$ cat src/rtl/cpu_clock_control_if.sv
// Purpose: bundles the clock-control handshake signals between the environment and the block.
// Latency: none (wires only).
// Backpressure: none; cpu_enable is a strobe that the core must take on the cycle it is high.
interface cpu_clock_control_if #(
   parameter int COUNT_WIDTH = 16
);
   logic                   divided_clock;
   logic                   step_button;
   logic                   run_switch;
   logic                   halt_request;
   logic                   cpu_enable;
   logic [1:0]             mode;
   logic [COUNT_WIDTH-1:0] enable_count;

   // Environment side: drives the raw inputs and observes the enable strobe.
   modport master (
      output divided_clock,
      output step_button,
      output run_switch,
      output halt_request,
      input  cpu_enable,
      input  mode,
      input  enable_count
   );

   // Clock-control block side.
   modport slave (
      input  divided_clock,
      input  step_button,
      input  run_switch,
      input  halt_request,
      output cpu_enable,
      output mode,
      output enable_count
   );
endinterface

$ cat src/rtl/cpu_clock_control.sv
// Purpose: turns divided_clock rises or debounced step presses into a one-cycle core clock enable.
// Latency: divided_clock sampled high at edge k -> cpu_enable after edge k+2; step_pulse -> cpu_enable next edge.
// Backpressure: none; pulses are strobes, never held or queued. Macro CPU_CLOCK_CONTROL_COUNT_EN builds enable_count.
module cpu_clock_control #(
   parameter int DEBOUNCE_CYCLES = 500000,
   parameter int DEBOUNCE_WIDTH  = 19,
   parameter int COUNT_WIDTH     = 16
) (
   input logic              clock_50mhz,
   input logic              reset,
   cpu_clock_control_if.slave ctl
);

   typedef enum logic [1:0] {
      ST_STOPPED = 2'b00,
      ST_RUNNING = 2'b01,
      ST_HALTED  = 2'b10
   } state_t;

   // Counter value at which the input has been stable long enough to accept.
   localparam logic [DEBOUNCE_WIDTH-1:0] DEB_LAST = DEBOUNCE_WIDTH'(DEBOUNCE_CYCLES - 1);

   logic                      div_s1;
   logic                      div_s2;
   logic                      div_s3;
   logic                      tick;

   logic                      btn_s1;
   logic                      btn_s2;
   logic                      deb_level;
   logic [DEBOUNCE_WIDTH-1:0] deb_cnt;
   logic                      step_pulse;

   state_t                    state;
   state_t                    state_next;
   logic                      cpu_enable_q;
   logic                      cpu_enable_next;

   // Synchronize divided_clock and keep one history flop for rising-edge detection.
   always_ff @(posedge clock_50mhz) begin
      if (reset) begin
         div_s1 <= 1'b0;
         div_s2 <= 1'b0;
         div_s3 <= 1'b0;
      end else begin
         div_s1 <= ctl.divided_clock;
         div_s2 <= div_s1;
         div_s3 <= div_s2;
      end
   end

   // Only rising edges of the divided clock produce a tick.
   assign tick = div_s2 & ~div_s3;

   // Synchronize the raw push button before it reaches the debouncer.
   always_ff @(posedge clock_50mhz) begin
      if (reset) begin
         btn_s1 <= 1'b0;
         btn_s2 <= 1'b0;
      end else begin
         btn_s1 <= ctl.step_button;
         btn_s2 <= btn_s1;
      end
   end

   // Debounce: accept a new level only after it has differed for DEBOUNCE_CYCLES cycles; pulse on press only.
   always_ff @(posedge clock_50mhz) begin
      if (reset) begin
         deb_level  <= 1'b0;
         deb_cnt    <= '0;
         step_pulse <= 1'b0;
      end else begin
         step_pulse <= 1'b0;
         if (btn_s2 == deb_level) begin
            deb_cnt <= '0;
         end else if (deb_cnt == DEB_LAST) begin
            deb_level  <= ~deb_level;
            deb_cnt    <= '0;
            // A flip from 0 is a press; a flip from 1 is a release and stays silent.
            step_pulse <= ~deb_level;
         end else begin
            deb_cnt <= deb_cnt + DEBOUNCE_WIDTH'(1);
         end
      end
   end

   // Register the mode state and the enable strobe.
   always_ff @(posedge clock_50mhz) begin
      if (reset) begin
         state        <= ST_STOPPED;
         cpu_enable_q <= 1'b0;
      end else begin
         state        <= state_next;
         cpu_enable_q <= cpu_enable_next;
      end
   end

   // Select the enable source per mode; halt outranks run and suppresses a coincident tick.
   always_comb begin
      state_next      = state;
      cpu_enable_next = 1'b0;
      case (state)
         ST_STOPPED: begin
            cpu_enable_next = step_pulse;
            if (ctl.halt_request) begin
               state_next = ST_HALTED;
            end else if (ctl.run_switch) begin
               state_next = ST_RUNNING;
            end
         end
         ST_RUNNING: begin
            if (ctl.halt_request) begin
               state_next = ST_HALTED;
            end else begin
               // A tick arriving as the switch drops is still delivered.
               cpu_enable_next = tick;
               if (!ctl.run_switch) begin
                  state_next = ST_STOPPED;
               end
            end
         end
         ST_HALTED: begin
            if (!ctl.halt_request && !ctl.run_switch) begin
               state_next = ST_STOPPED;
            end
         end
         default: begin
            state_next = ST_STOPPED;
         end
      endcase
      // A step pulse followed by a tick across a STOPPED->RUNNING change could otherwise
      // give two adjacent enables; the core must always see isolated strobes.
      if (cpu_enable_q) begin
         cpu_enable_next = 1'b0;
      end
   end

   assign ctl.cpu_enable = cpu_enable_q;
   assign ctl.mode       = state;

`ifdef CPU_CLOCK_CONTROL_COUNT_EN
   logic [COUNT_WIDTH-1:0] enable_count_q;

   // Count issued enables; natural overflow provides the wrap to zero.
   always_ff @(posedge clock_50mhz) begin
      if (reset) begin
         enable_count_q <= '0;
      end else if (cpu_enable_q) begin
         enable_count_q <= enable_count_q + COUNT_WIDTH'(1);
      end
   end

   assign ctl.enable_count = enable_count_q;
`else
   assign ctl.enable_count = {COUNT_WIDTH{1'b0}};
`endif

endmodule

$ cat src/flat_wrapper.sv
// flat-port wrapper written by rule: the top's interface ports become plain ports
module cpu_clock_control_flat 
#(
   parameter int DEBOUNCE_CYCLES = 500000,
   parameter int DEBOUNCE_WIDTH  = 19,
   parameter int COUNT_WIDTH     = 16
)
  (clock_50mhz, reset, ctl_divided_clock, ctl_step_button, ctl_run_switch, ctl_halt_request, ctl_cpu_enable, ctl_mode, ctl_enable_count);
  cpu_clock_control_if #(.COUNT_WIDTH(COUNT_WIDTH)) ctl_i ();
  input logic clock_50mhz;
  input logic reset;
  input wire logic [$bits(ctl_i.divided_clock)-1:0] ctl_divided_clock;
  input wire logic [$bits(ctl_i.step_button)-1:0] ctl_step_button;
  input wire logic [$bits(ctl_i.run_switch)-1:0] ctl_run_switch;
  input wire logic [$bits(ctl_i.halt_request)-1:0] ctl_halt_request;
  output wire logic [$bits(ctl_i.cpu_enable)-1:0] ctl_cpu_enable;
  output wire logic [$bits(ctl_i.mode)-1:0] ctl_mode;
  output wire logic [$bits(ctl_i.enable_count)-1:0] ctl_enable_count;
  assign ctl_i.divided_clock = ctl_divided_clock;
  assign ctl_i.step_button = ctl_step_button;
  assign ctl_i.run_switch = ctl_run_switch;
  assign ctl_i.halt_request = ctl_halt_request;
  assign ctl_cpu_enable = ctl_i.cpu_enable;
  assign ctl_mode = ctl_i.mode;
  assign ctl_enable_count = ctl_i.enable_count;
  cpu_clock_control #(.DEBOUNCE_CYCLES(DEBOUNCE_CYCLES), .DEBOUNCE_WIDTH(DEBOUNCE_WIDTH), .COUNT_WIDTH(COUNT_WIDTH)) u_core (.clock_50mhz(clock_50mhz), .reset(reset), .ctl(ctl_i));
endmodule
$ cat config.mk
export PLATFORM = sky130hd
export DESIGN_NAME = cpu_clock_control_flat
export DESIGN_NICKNAME = d
export VERILOG_FILES = /design/src/rtl/cpu_clock_control_if.sv /design/src/rtl/cpu_clock_control.sv /design/src/flat_wrapper.sv
export SDC_FILE = /design/constraint.sdc
export NUM_CORES = 1
export LEC_CHECK = 0
export ABC_CLOCK_PERIOD_IN_PS = 2920
export CAP_MARGIN = 20
export CORE_ASPECT_RATIO = 1.2
export CORE_MARGIN = 2
export CORE_UTILIZATION = 50
export DETAILED_ROUTE_END_ITERATION = 6
export GPL_TIMING_DRIVEN = 1
export PLACE_DENSITY = 0.81
export REMOVE_ABC_BUFFERS = 1
export SLEW_MARGIN = 15
export SYNTH_ARGS = -nofsm -noshare
export SYNTH_HDL_FRONTEND = slang
export SYNTH_SLANG_ARGS = --single-unit
$ cat constraint.sdc
create_clock -name clock_50mhz -period 2.92 [get_ports clock_50mhz]
set_clock_uncertainty 0.15 [all_clocks]
set_input_delay 0.292 -clock clock_50mhz [delete_from_list [all_inputs] [get_ports clock_50mhz]]
set_output_delay 0.292 -clock clock_50mhz [all_outputs]
set_load 0.01 [all_outputs]
==> flow_summary.ini, run 1 <==
[outcome]
status = finished clean

[global_route]
grt_start_max_net_pins = 13
groute.usage.overall_pct = 18.1
grt-ovfl-total = 0
antenna_found_initial = 0
grt_pass1_vias = 939
grt_pass1_wl_microns = 3960

[placed_design]
finalWeightedCongestion = 0.840
dp_slack_ps = 670
io_buffer_count = 8
hpwl_microns = 1630
dp.cells = 183

[yosys]
ys_seq_elements = 29
yosysSeqAreaShare_pct = 44.5
synth_area_leaders = dfxtp_1 (45%), buf_4 (9.2%), xnor2_1 (6.7%)
syn-instance-count = 146
synth_top_area_share_pct = 44.5
yosysTopAreaCell = dfxtp_1
ys_types = 30
ys_warn_count = 0
netlist_area_sq_um = 1300
syn_avg_cell_area_sq_um = 8.93

[cts]
clk_pin_slew_worst_paths_ps = 90
cts_max_path_buffers = 2
clk_latency_ps = 340
cts_tree = built
cts_buffers = 5
cts_resized = 0
postCtsHoldBufs = 0
clock_sinks = 29
clock-root-buffer = clkbuf_4
post-cts-setup-buffers = 0
cts_max_level = 2

[finish]
layout-drive-gt1-share_pct = 6.96
seq_area_sq_um = 581
utilization_pct = 56.9
multiInputGateArea_sq_um = 628
finalNonFillerCells = 191
nNetsFinal = 164
antenna_cells = 0
nFillCells = 230
final_cell_mix = dfxtp_1 (29), nor2_1 (17), conb_1 (16), xnor2_1 (10)
areaGrowthSynthToFinish_pct = 9.12
layout_commonest_cell = dfxtp_1

[route]
drt_wl_total_microns = 2260
dr.pass1.iters = 4
drt-initial-drc-count = 11
drc = 0
viasPerCell = 5.30
detail_route.wl_per_cell_microns = 11.8
vias = 1012
ant_nets = 0

[setup_path]
reg2reg_from = u_core.deb_cnt[0]
cpLargestDelayFamily = simple AND/OR/NAND/NOR gates
endpoint_kind = register
slowest_stage = or3_1
startpoint_type = register
arrival_ps = 2410
crit_chain = ha_1, nand4_2, or3_1, or4_1, a21oi_1
regToRegEndpoint = u_core.deb_cnt[18]
crit_fanout = 9
critPathLaunch = u_core.deb_cnt[0]
max_stage_delay_ps = 510
ff2ff_setup_slack_ps = 630
required_ps = 3040
critPathKind = reg -> reg
ff2ff_path_depth = 5
cp_num_buf_inv = 0

[min_path]
hold_class = reg -> reg
min_to = u_core.ctl.cpu_enable
hold_path.startpoint = u_core.ctl.cpu_enable
min_path_cells = 1

[sta]
period_share_pct = 78.4
worst-slew-pin-transition_ps = 496
hold_viol_final = 0
finalWorstSetupSlack_ps = 631
setup_viol = 0
rsz0062_at_grt = false
maxSlewHeadroom_pct = 66.5
whs_ps = 277
finalMaxSlewViolations = 0
fmax_mhz = 437
min_period_ps = 2290
setup_tns_ps = 0

[power_and_ir_drop]
p_leak_nw = 0.463
p_per_area_nw_per_um2 = 502
ir_drop_mv = 0.306

[floorplan]
start_util_pct = 52.1
die_y_microns = 59.9
core_sq_um = 2500
fp.dieArea_sq_um = 3030
io_pins = 25
std_cell_rows = 20
die_x_microns = 50.6

[run]
max-cap-violations = 0
## metal layers
metal	track usage (%)	part of all wire (%)	vias up
li1	-	-	494
met1	18.7	39	482
met2	31.6	52	33
met3	7.50	7.0	3
met4	9.27	1.4	0
met5	0	0	-
## synthesized netlist by cell type
| library cell | n |
|---|---|
| clkbuf_1 | 3 |
| dfxtp_1 | 29 |
| o21ai_1 | 1 |
| nand4_1 | 2 |
| a211oi_1 | 1 |
| nor3b_1 | 1 |
| nor2_1 | 17 |
| nor3_1 | 1 |
| nor4_1 | 4 |
| o21ai_0 | 4 |
| a21oi_1 | 8 |
| and4_1 | 1 |
| xor2_1 | 2 |
| nand2_1 | 7 |
| or4_1 | 4 |
| ha_1 | 1 |
| mux2i_1 | 1 |
| nand4_2 | 1 |
| conb_1 | 1 |
| and3_1 | 2 |
| buf_2 | 1 |
| o31ai_1 | 3 |
| nand3_2 | 1 |
| xnor2_1 | 10 |
| nand3_1 | 5 |
| nor2b_1 | 5 |
| inv_1 | 4 |
| nor4b_1 | 5 |
| buf_4 | 16 |
| or3_1 | 5 |
## area by class of cell
cell class	count	share of cell area (%)
Multi-Input combinational cell	108	44.2
Sequential cell	29	40.8
Timing Repair Buffer	9	6.16
Clock inverter	1	0.352
Tap cell	33	2.90
Clock buffer	7	4.57
Inverter	4	1.06
## worst max path at each step
stage | endpoint | depth (start not counted)
2_1_floorplan | u_core.deb_cnt[16] | 5
3_3_place_gp | u_core.deb_cnt[18] | 5
3_5_place_dp | u_core.deb_cnt[18] | 5
4_1_cts | u_core.deb_cnt[18] | 5
5_1_grt | u_core.deb_cnt[18] | 5
6_report | u_core.deb_cnt[18] | 5
## cells by family after synthesis
group	count (synthesis)	share of synthesized area [%]
simple gates	61	26.5
mux	1	0.768
flops	29	44.5
buf+inv	24	11.6
other cells	1	0.288
xor+xnor	12	8.06
compound gates	17	7.29
fa+ha+maj	1	0.960
## where the power goes
group	switching [mW]	internal, mW	leakage [nW]
clock	0.141	0.139	0.0413
combinational	0.0178	0.0123	0.187
sequential	0.00332	0.400	0.235
total	0.163	0.552	0.463
## worst register-to-register path: cells and delay by family (launching register included)
kind / cells / cell delay [ps]
AND/OR/NAND/NOR: 3 / 1250
flip-flops: 1 / 390
adder cells (fa/ha/maj): 1 / 260
AO/OA/AOI/OAI: 1 / 170
## metrics by stage
stage,cell area [sq um],power (mW)
final,1420,0.714
after global routing,1420,0.743
after CTS,1420,0.723
after detailed placement,1350,0.442
after global placement,1350,0.441
after floorplan,1220,0.428
## registers in the layout, indices dropped and copies added (netlist names)
register               count
u_core.btn_s1              1
u_core.btn_s2              1
u_core.ctl.cpu_enable      1
u_core.ctl.mode            2
u_core.deb_cnt            19
u_core.deb_level           1
u_core.div_s1              1
u_core.div_s2              1
u_core.div_s3              1
u_core.step_pulse          1
(Power assumes the default switching activity.)
==> run 2, diff against run 1 <==
--- a/config.mk
+++ b/config.mk
@@ -5,14 +5,14 @@
 export SDC_FILE = /design/constraint.sdc
 export NUM_CORES = 1
 export LEC_CHECK = 0
-export ABC_CLOCK_PERIOD_IN_PS = 2920
+export ABC_CLOCK_PERIOD_IN_PS = 2100
 export CAP_MARGIN = 20
 export CORE_ASPECT_RATIO = 1.2
 export CORE_MARGIN = 2
-export CORE_UTILIZATION = 50
+export CORE_UTILIZATION = 45
 export DETAILED_ROUTE_END_ITERATION = 6
 export GPL_TIMING_DRIVEN = 1
-export PLACE_DENSITY = 0.81
+export PLACE_DENSITY = 0.77
 export REMOVE_ABC_BUFFERS = 1
 export SLEW_MARGIN = 15
 export SYNTH_ARGS = -nofsm -noshare
==> constraint.sdc (replaced) <==
create_clock -name clock_50mhz -period 2.1 [get_ports clock_50mhz]
set_clock_uncertainty 0.15 [all_clocks]
set_input_delay 0.21 -clock clock_50mhz [delete_from_list [all_inputs] [get_ports clock_50mhz]]
set_output_delay 0.21 -clock clock_50mhz [all_outputs]
set_load 0.01 [all_outputs]
==> run 2 against run 1 <==
  * First-iteration DRC count increased by 36%
  * Register-to-register slack got worse by 540 ps
  * Sequential power increased by 39%
  * Global-route usage decreased by 1.6 points
  * Routed wire length increased by 2.6%
  * Critical endpoint is now u_core.deb_cnt[17]
==> flow_summary.ini, run 2 (synthesized netlist as in run 1, its figures left out) <==
[outcome]
status = finished clean

[setup_path]
critPathCapture = u_core.deb_cnt[17]
crit_fanout = 6
reg2reg_from = u_core.deb_cnt[2]
startpoint_type = register
required_ps = 2210
endpoint_kind = register
ff2ff_path_depth = 4
ff2ff_setup_slack_ps = 90
critPathLaunch = u_core.deb_cnt[2]
regToRegEndpoint = u_core.deb_cnt[17]
arrival_ps = 2120
critPathKind = reg -> reg

[route]
drc = 0
ant_nets = 0
vias = 1017
detail_route.wl_per_cell_microns = 11.6
drt_wl_total_microns = 2320
drt-initial-drc-count = 15
dr.pass1.iters = 5
viasPerCell = 5.09

[finish]
utilization_pct = 54.0
layout_commonest_cell = dfxtp_1
final_cell_mix = dfxtp_1 (28), nor2_1 (17), conb_1 (16), xnor2_1 (10), buf_4 (9)
nNetsFinal = 172
layout-drive-gt1-share_pct = 12.0
stdcell_area_sq_um = 1500
areaGrowthSynthToFinish_pct = 15.3
largest_register_ff_count = 19
regMostFlops = u_core.deb_cnt
nFillCells = 277
antenna_cells = 0

[sta]
rsz0062_at_grt = false
maxSlewHeadroom_pct = 64.0
setup_viol = 0
hold_viol_final = 0
setup_tns_ps = 0
finalMaxSlewViolations = 0
whs_ps = 275
fmax_mhz = 497
min_period_ps = 2010
period_share_pct = 95.8
worst-slew-pin-transition_ps = 533

[cts]
clk_pin_slew_worst_paths_ps = 90
post-cts-setup-buffers = 0
cts_buffers = 5
cts_max_path_buffers = 2
clock_sinks = 29
clock-root-buffer = clkbuf_4
cts_tree = built
cts_max_level = 2
postCtsHoldBufs = 0
clk_latency_ps = 320

[global_route]
grt-ovfl-total = 0
groute.usage.overall_pct = 16.6
grt_start_max_net_pins = 19
antenna_found_initial = 0
grt_pass1_vias = 990
grt_pass1_wl_microns = 4070

[power_and_ir_drop]
p_leak_nw = 0.503
p_per_area_nw_per_um2 = 713
power_mw = 1.07
ir_drop_mv = 0.506

[floorplan]
fp.dieArea_sq_um = 3350
std_cell_rows = 21
die_x_microns = 53.1
start_util_pct = 46.8
die_y_microns = 63.0
core_sq_um = 2790
io_pins = 25

[placed_design]
hpwl_microns = 1750
io_buffer_count = 8
place_area_sq_um = 1410
finalWeightedCongestion = 0.830

[min_path]
hold_class = reg -> reg

[run]
max-cap-violations = 0
run 2: worst min path at each step:
| stage | startpoint | end | slack [ps] | cells past startpoint |
|---|---|---|---|---|
| final | u_core.ctl.cpu_enable | u_core.ctl.cpu_enable | 280 | 1 |
| after global routing | ctl_divided_clock | u_core.div_s1 | 280 | 2 |
| after CTS | ctl_step_button | u_core.btn_s1 | 260 | 2 |
| after detailed placement | u_core.ctl.cpu_enable | u_core.ctl.cpu_enable | 270 | 1 |
| after global placement | u_core.ctl.cpu_enable | u_core.ctl.cpu_enable | 260 | 1 |
| after floorplan | reset | u_core.deb_level | 130 | 1 |
run 2: cell type report:
cell class | instances | area (sq um) | share of cell area, %
Clock buffer | 7 | 55.1 | 3.66
Clock inverter | 1 | 30.0 | 2.00
Inverter | 4 | 15.0 | 0.999
Multi-Input combinational cell | 108 | 631 | 42.0
Sequential cell | 29 | 582 | 38.7
Tap cell | 34 | 42.5 | 2.83
Timing Repair Buffer | 17 | 148 | 9.83
run 2: power breakdown:
part / switching [mW] / total [mW] / internal [mW] / leakage, nW
sequential: 0.00473 / 0.561 / 0.556 / 0.235
combinational: 0.0252 / 0.0436 / 0.0185 / 0.222
clock: 0.183 / 0.467 / 0.284 / 0.0455
total: 0.213 / 1.07 / 0.859 / 0.503
run 2: layer usage:
| metal | wire length, microns | vias up | track usage (%) | share of wire, % |
|---|---|---|---|---|
| met3 | 102 | 9 | 6.94 | 4.4 |
| met2 | 1220 | 20 | 28.1 | 53 |
| met4 | 67 | 0 | 8.01 | 2.9 |
| met5 | 0 | - | 0 | 0 |
| li1 | - | 514 | - | - |
| met1 | 925 | 474 | 16.8 | 40 |
run 2: repair_timing:
action | 4_1_cts | 5_1_grt
resized for setup | 0 | 2
endpoints found under the hold margin | 0 | 0
setup endpoints to repair | 0 | 1
run 2: worst max-delay path, stage by stage (launching register included):
cell and delay (ps):
dfxtp_1 360, nand3_2 130, or4_1 650, or4_1 510, a21oi_1 150
run 2: stage by stage:
step | instances | setup WS, ps
floorplan | 141 | 56.9
global placement | 192 | 181
detailed placement | 192 | 120
CTS | 200 | 84.2
global route | 200 | 13.7
finish | 200 | 88.9
==> variant 1: new RTL, settings of run 2 <==
`COUNT_WIDTH` is set to 16 in 3 places; all go to 12.
--- a/src/rtl/cpu_clock_control_if.sv
+++ b/src/rtl/cpu_clock_control_if.sv
@@ -2,7 +2,7 @@
 // Latency: none (wires only).
 // Backpressure: none; cpu_enable is a strobe that the core must take on the cycle it is high.
 interface cpu_clock_control_if #(
-   parameter int COUNT_WIDTH = 16
+   parameter int COUNT_WIDTH = 12
 );
    logic                   divided_clock;
    logic                   step_button;
--- a/src/rtl/cpu_clock_control.sv
+++ b/src/rtl/cpu_clock_control.sv
@@ -4,7 +4,7 @@
 module cpu_clock_control #(
    parameter int DEBOUNCE_CYCLES = 500000,
    parameter int DEBOUNCE_WIDTH  = 19,
-   parameter int COUNT_WIDTH     = 16
+   parameter int COUNT_WIDTH     = 12
 ) (
    input logic              clock_50mhz,
    input logic              reset,
--- a/src/flat_wrapper.sv
+++ b/src/flat_wrapper.sv
@@ -3,7 +3,7 @@
 #(
    parameter int DEBOUNCE_CYCLES = 500000,
    parameter int DEBOUNCE_WIDTH  = 19,
-   parameter int COUNT_WIDTH     = 16
+   parameter int COUNT_WIDTH     = 12
 )
   (clock_50mhz, reset, ctl_divided_clock, ctl_step_button, ctl_run_switch, ctl_halt_request, ctl_cpu_enable, ctl_mode, ctl_enable_count);
   cpu_clock_control_if #(.COUNT_WIDTH(COUNT_WIDTH)) ctl_i ();
Interface: changed (resized ctl_enable_count); port bits go from 25 to 21. The function was not compared with the original's and may differ.
==> variant 1 against run 2 <==
Die area is 2.1% lower. Setup slack better by 0.068 ns. Sequential share of layout area is 0.74 points higher. Power is 8.0% lower. Cell area is 1.7% lower. Non-clock buffer count stayed put. Synthesized cell count is 2.7% lower. Sequential cell count stayed put. Count of clock-buffer cells in the layout stayed put. Wire length is 0.69% higher. Clock power is 18% lower. Synthesized area is 2.3% lower. Core utilization is 0.12 points higher.
==> variant 1: results (changes against run 2) <==
{| class="wikitable"
! Metric !! Value
|-
| Run status || complete, no violations
|-
| Worst min path class || in -> reg
|-
| Met2 Use GR || 0.278 (-0.00312)
|-
| Combined global-route utilization of all metal layers || 0.164 (-0.00113)
|-
| First-pass DRT Iterations || 4 (-1)
|-
| Power dissipated by switching net loads || 0.218 mW (+2.1%)
|-
| CP max stage cell || or4_4
|-
| Hold_sp || ctl_divided_clock
|-
| Fraction of the yosys area taken by sequential cells || 0.456 (+0.0105)
|-
| Proportion of layout cells with a drive suffix above 1 || 0.142 (+0.0215)
|-
| Total placed instance area || 0.00140 sq mm (-1.1%)
|-
| Cells after synthesis || 142 (-2.7%)
|-
| Buffers inserted during post-CTS setup optimization || 0 (unchanged)
|-
| GR Util met1 || 0.176 (+0.00821)
|-
| GR met3 Demand/Resource || 0.0433 (-0.0261)
|-
| Final Wtd Congestion || 0.864 (+4.1%)
|-
| Number of nets in the layout || 168 (-2.3%)
|-
| Lkg Pwr || 0.488 nW (-3.0%)
|-
| Via count of the first global-routing pass || 1,019 (+2.9%)
|-
| Maximum cell stage delay along the critical path || 0.60 ns (-0.05 ns)
|-
| Starting density of the core || 0.466 (-0.00199)
|-
| Placed cell count || 188 (-2.1%)
|-
| Worst hold slack || 0.272 ns (-0.00348 ns)
|-
| Reg with most FFs || u_core.deb_cnt
|-
| DR WL met3 || 104 um (+2.0%)
|-
| HPWL after detailed placement || 1.69 mm (-3.3%)
|-
| Time the final worst path needs with I/O delays and setup || 1.94 ns (-0.0679 ns)
|-
| Met2 wire len || 1.23 mm (+0.25%)
|-
| Clock network power share || 0.390 (-0.046)
|-
| 1st-iter DRT viols || 10 (-5)
|-
| DR WL/cell || 11.9 um (+2.7%)
|-
| Detailed-route vias per instance || 5.15 (+1.2%)
|-
| Data arrival at the endpoint of the critical path || 2.06 ns (-0.06 ns)
|-
| Non-Filler Instances || 196 (-2.0%)
|-
| Worst ir drop on vdd || 0.464 mV (-8.4%)
|-
| Setup slack after placement || 0.106 ns (-0.0148 ns)
|-
| Cell types occupying the most area after synthesis || dfxtp_1, buf_4, xnor2_1
|-
| Met1 Routed Length || 974 um (+5.3%)
|-
| Worst hold stages || 2 (+1)
|-
| Power consumed by combinational cells || 0.0402 mW (-7.8%)
|-
| Filler instances || 247 (-11%)
|-
| Worst setup startpoint || u_core.deb_cnt[3]
|}
==> variant 1: changes by cell type after synthesis, sizes merged <==
cell,change
buf,-4
==> variant 1: logic make-up (layout without fill, tap and decap cells) <==
group | after synthesis | count (layout) | synth area share
buffers and inverters | 20 | 29 | 0.0953
DFF | 29 | 29 | 0.456
other | 1 | 12 | 0.00294
muxes | 1 | 1 | 0.00786
adders and majority gates | 1 | 1 | 0.00982
and+or+nand+nor | 61 | 61 | 0.271
AOI/OAI and AO/OA | 17 | 17 | 0.0747
xor gates and xnor gates | 12 | 12 | 0.0825
==> variant 1: layout make-up <==
| cell class | instances | area (sq um) | share of cell area |
|---|---|---|---|
| clock buffer | 7 | 65.1 | 0.0440 |
| clock inverter | 1 | 5.00 | 0.00339 |
| inverter | 4 | 15.0 | 0.0102 |
| multi-input combinational | 104 | 619 | 0.419 |
| sequential | 29 | 583 | 0.395 |
| tap | 34 | 42.5 | 0.0288 |
| timing repair buffer | 17 | 148 | 0.0999 |
==> variant 2: new RTL, settings of run 2 <==
Without the edit above. Add a define of `CPU_CLOCK_CONTROL_COUNT_EN`.
--- a/src/rtl/cpu_clock_control.sv
+++ b/src/rtl/cpu_clock_control.sv
@@ -1,6 +1,8 @@
 // Purpose: turns divided_clock rises or debounced step presses into a one-cycle core clock enable.
 // Latency: divided_clock sampled high at edge k -> cpu_enable after edge k+2; step_pulse -> cpu_enable next edge.
 // Backpressure: none; pulses are strobes, never held or queued. Macro CPU_CLOCK_CONTROL_COUNT_EN builds enable_count.
+`define CPU_CLOCK_CONTROL_COUNT_EN
+
 module cpu_clock_control #(
    parameter int DEBOUNCE_CYCLES = 500000,
    parameter int DEBOUNCE_WIDTH  = 19,
Function: changed (a bounded check fails within 10 cycles, from zero or initial values and one cycle with reset high).
==> variant 2 against run 2 <==
Cell count increased by 50%. Count of clock-buffer cells in the layout unchanged. Power is 32% higher. Non-clock buffer count increased by 19. Critical path depth increased by 1. Setup slack better by 0.087 ns. Maximum frequency increased by 4.5%. Sequential cell count up 16. Cell area increased by 56%. Wire length up 52%. Global-route usage increased by 0.28 points. Synthesized area is 44% higher. Highest routed layer unchanged.
==> variant 2: results (changes against run 2) <==
{| class="wikitable"
! Metric !! Value
|-
| Run status || complete, no violations
|-
| Maximum cell stage delay along the critical path || 0.63 ns (-0.02 ns)
|-
| Clk root buf || clkbuf_8
|-
| Filler instances || 354 (+28%)
|-
| Worst ir drop on vdd || 0.466 mV (-8.0%)
|-
| Total placed instance area || 0.00225 sq mm (+59%)
|-
| Lkg Pwr || 0.746 nW (+48%)
|-
| Worst slew pin tran || 0.407 ns (-0.126 ns)
|-
| Fraction of the yosys area taken by sequential cells || 0.481 (+0.0353)
|-
| Total number of vias || 1,550 (+52%)
|-
| Total sequential power || 0.863 mW (+54%)
|-
| Placed cell count || 292 (+52%)
|-
| Avg Cell Area, Syn || 9.05 sq um (+1.4%)
|-
| Detailed-route vias per instance || 5.18 (+1.9%)
|-
| Switching part of the total power || 0.197 (-0.00152)
|-
| Proportion of layout cells with a drive suffix above 1 || 0.102 (-0.0184)
|-
| Data arrival at the endpoint of the critical path || 1.99 ns (-0.13 ns)
|-
| Combined global-route utilization of all metal layers || 0.168 (+0.00280)
|-
| First-pass DRT Iterations || 4 (-1)
|-
| Via count of the first global-routing pass || 1,502 (+52%)
|-
| HPWL after detailed placement || 2.63 mm (+50%)
|-
| Buffers inserted during post-CTS setup optimization || 0 (unchanged)
|-
| Sequential Power Share || 0.608 (+0.085)
|-
| Port bufs || 24 (+16)
|-
| Power of the clock network || 0.521 mW (+12%)
|-
| Setup slack after placement || 0.203 ns (+0.0829 ns)
|-
| Ranking of synthesized cells by instance count || dfxtp_1, nor2_1, xnor2_1
|-
| Worst skew pair latency || 0.29 ns (-0.03 ns)
|-
| CP max stage cell || or4b_2
|-
| Highest net fanout along the worst path || 4 (-2)
|-
| Final Wtd Congestion || 0.799 (-3.7%)
|-
| Number of nets in the layout || 253 (+47%)
|-
| 1st-iter DRT viols || 83 (+68)
|-
| Global-route wire length before repair || 6.29 mm (+55%)
|-
| DR WL/cell || 11.8 um (+1.9%)
|-
| Cell types occupying the most area after synthesis || dfxtp_1, xnor2_1, nor2_1
|}
==> variant 2: cell types whose count changed in the layout (fill, tap and decap cells not counted), sizes merged, moves of 6 or more <==
cell                  run 2  this run
nand4                     3        10
clkdlybuf4s50             8        24
nor2                     17        33
nand3                     6        12
nor3                      1         7
xnor2                    10        19
dfxtp                    29        45
conb                     16         0
==> variant 2: logic make-up (layout without fill, tap and decap cells) <==
| logic type | Yosys count | count (layout) | share of synthesized area |
|---|---|---|---|
| flip-flops | 45 | 45 | 0.481 |
| AO/OA/AOI/OAI | 16 | 16 | 0.0474 |
| AND/OR/NAND/NOR | 103 | 103 | 0.296 |
| multiplexers | 3 | 3 | 0.0160 |
| adder cells (fa/ha/maj) | 2 | 2 | 0.0133 |
| XOR/XNOR | 26 | 26 | 0.121 |
| buffers and inverters | 12 | 50 | 0.0247 |
==> variant 2: cell type report <==
cell class | count | area [sq um] | share of cell area
Clock buffer | 7 | 86.3 | 0.0369
Inverter | 7 | 26.3 | 0.0112
Multi-Input combinational cell | 150 | 927 | 0.396
Sequential cell | 45 | 901 | 0.385
Tap cell | 54 | 67.6 | 0.0289
Timing Repair Buffer | 36 | 330 | 0.141
==> variant 2: layer usage <==
layer | track usage | vias to the layer above | share of wire
li1 | - | 788 | -
met1 | 0.182 | 723 | 0.44
met2 | 0.311 | 31 | 0.49
met3 | 0.0404 | 8 | 0.043
met4 | 0.0864 | 0 | 0.023
met5 | 0 | - | 0
==> variant 2: final timing paths <==
kind / from / end / slack, ns / cells past startpoint
worst max register to register: u_core.deb_cnt[0] / u_core.deb_level / 0.18 / 5
worst min register to register: u_core.div_s1 / u_core.div_s2 / 0.29 / 1
worst min-delay path: u_core.div_s1 / u_core.div_s2 / 0.29 / 1
worst max-delay path: u_core.deb_cnt[0] / u_core.deb_level / 0.18 / 5
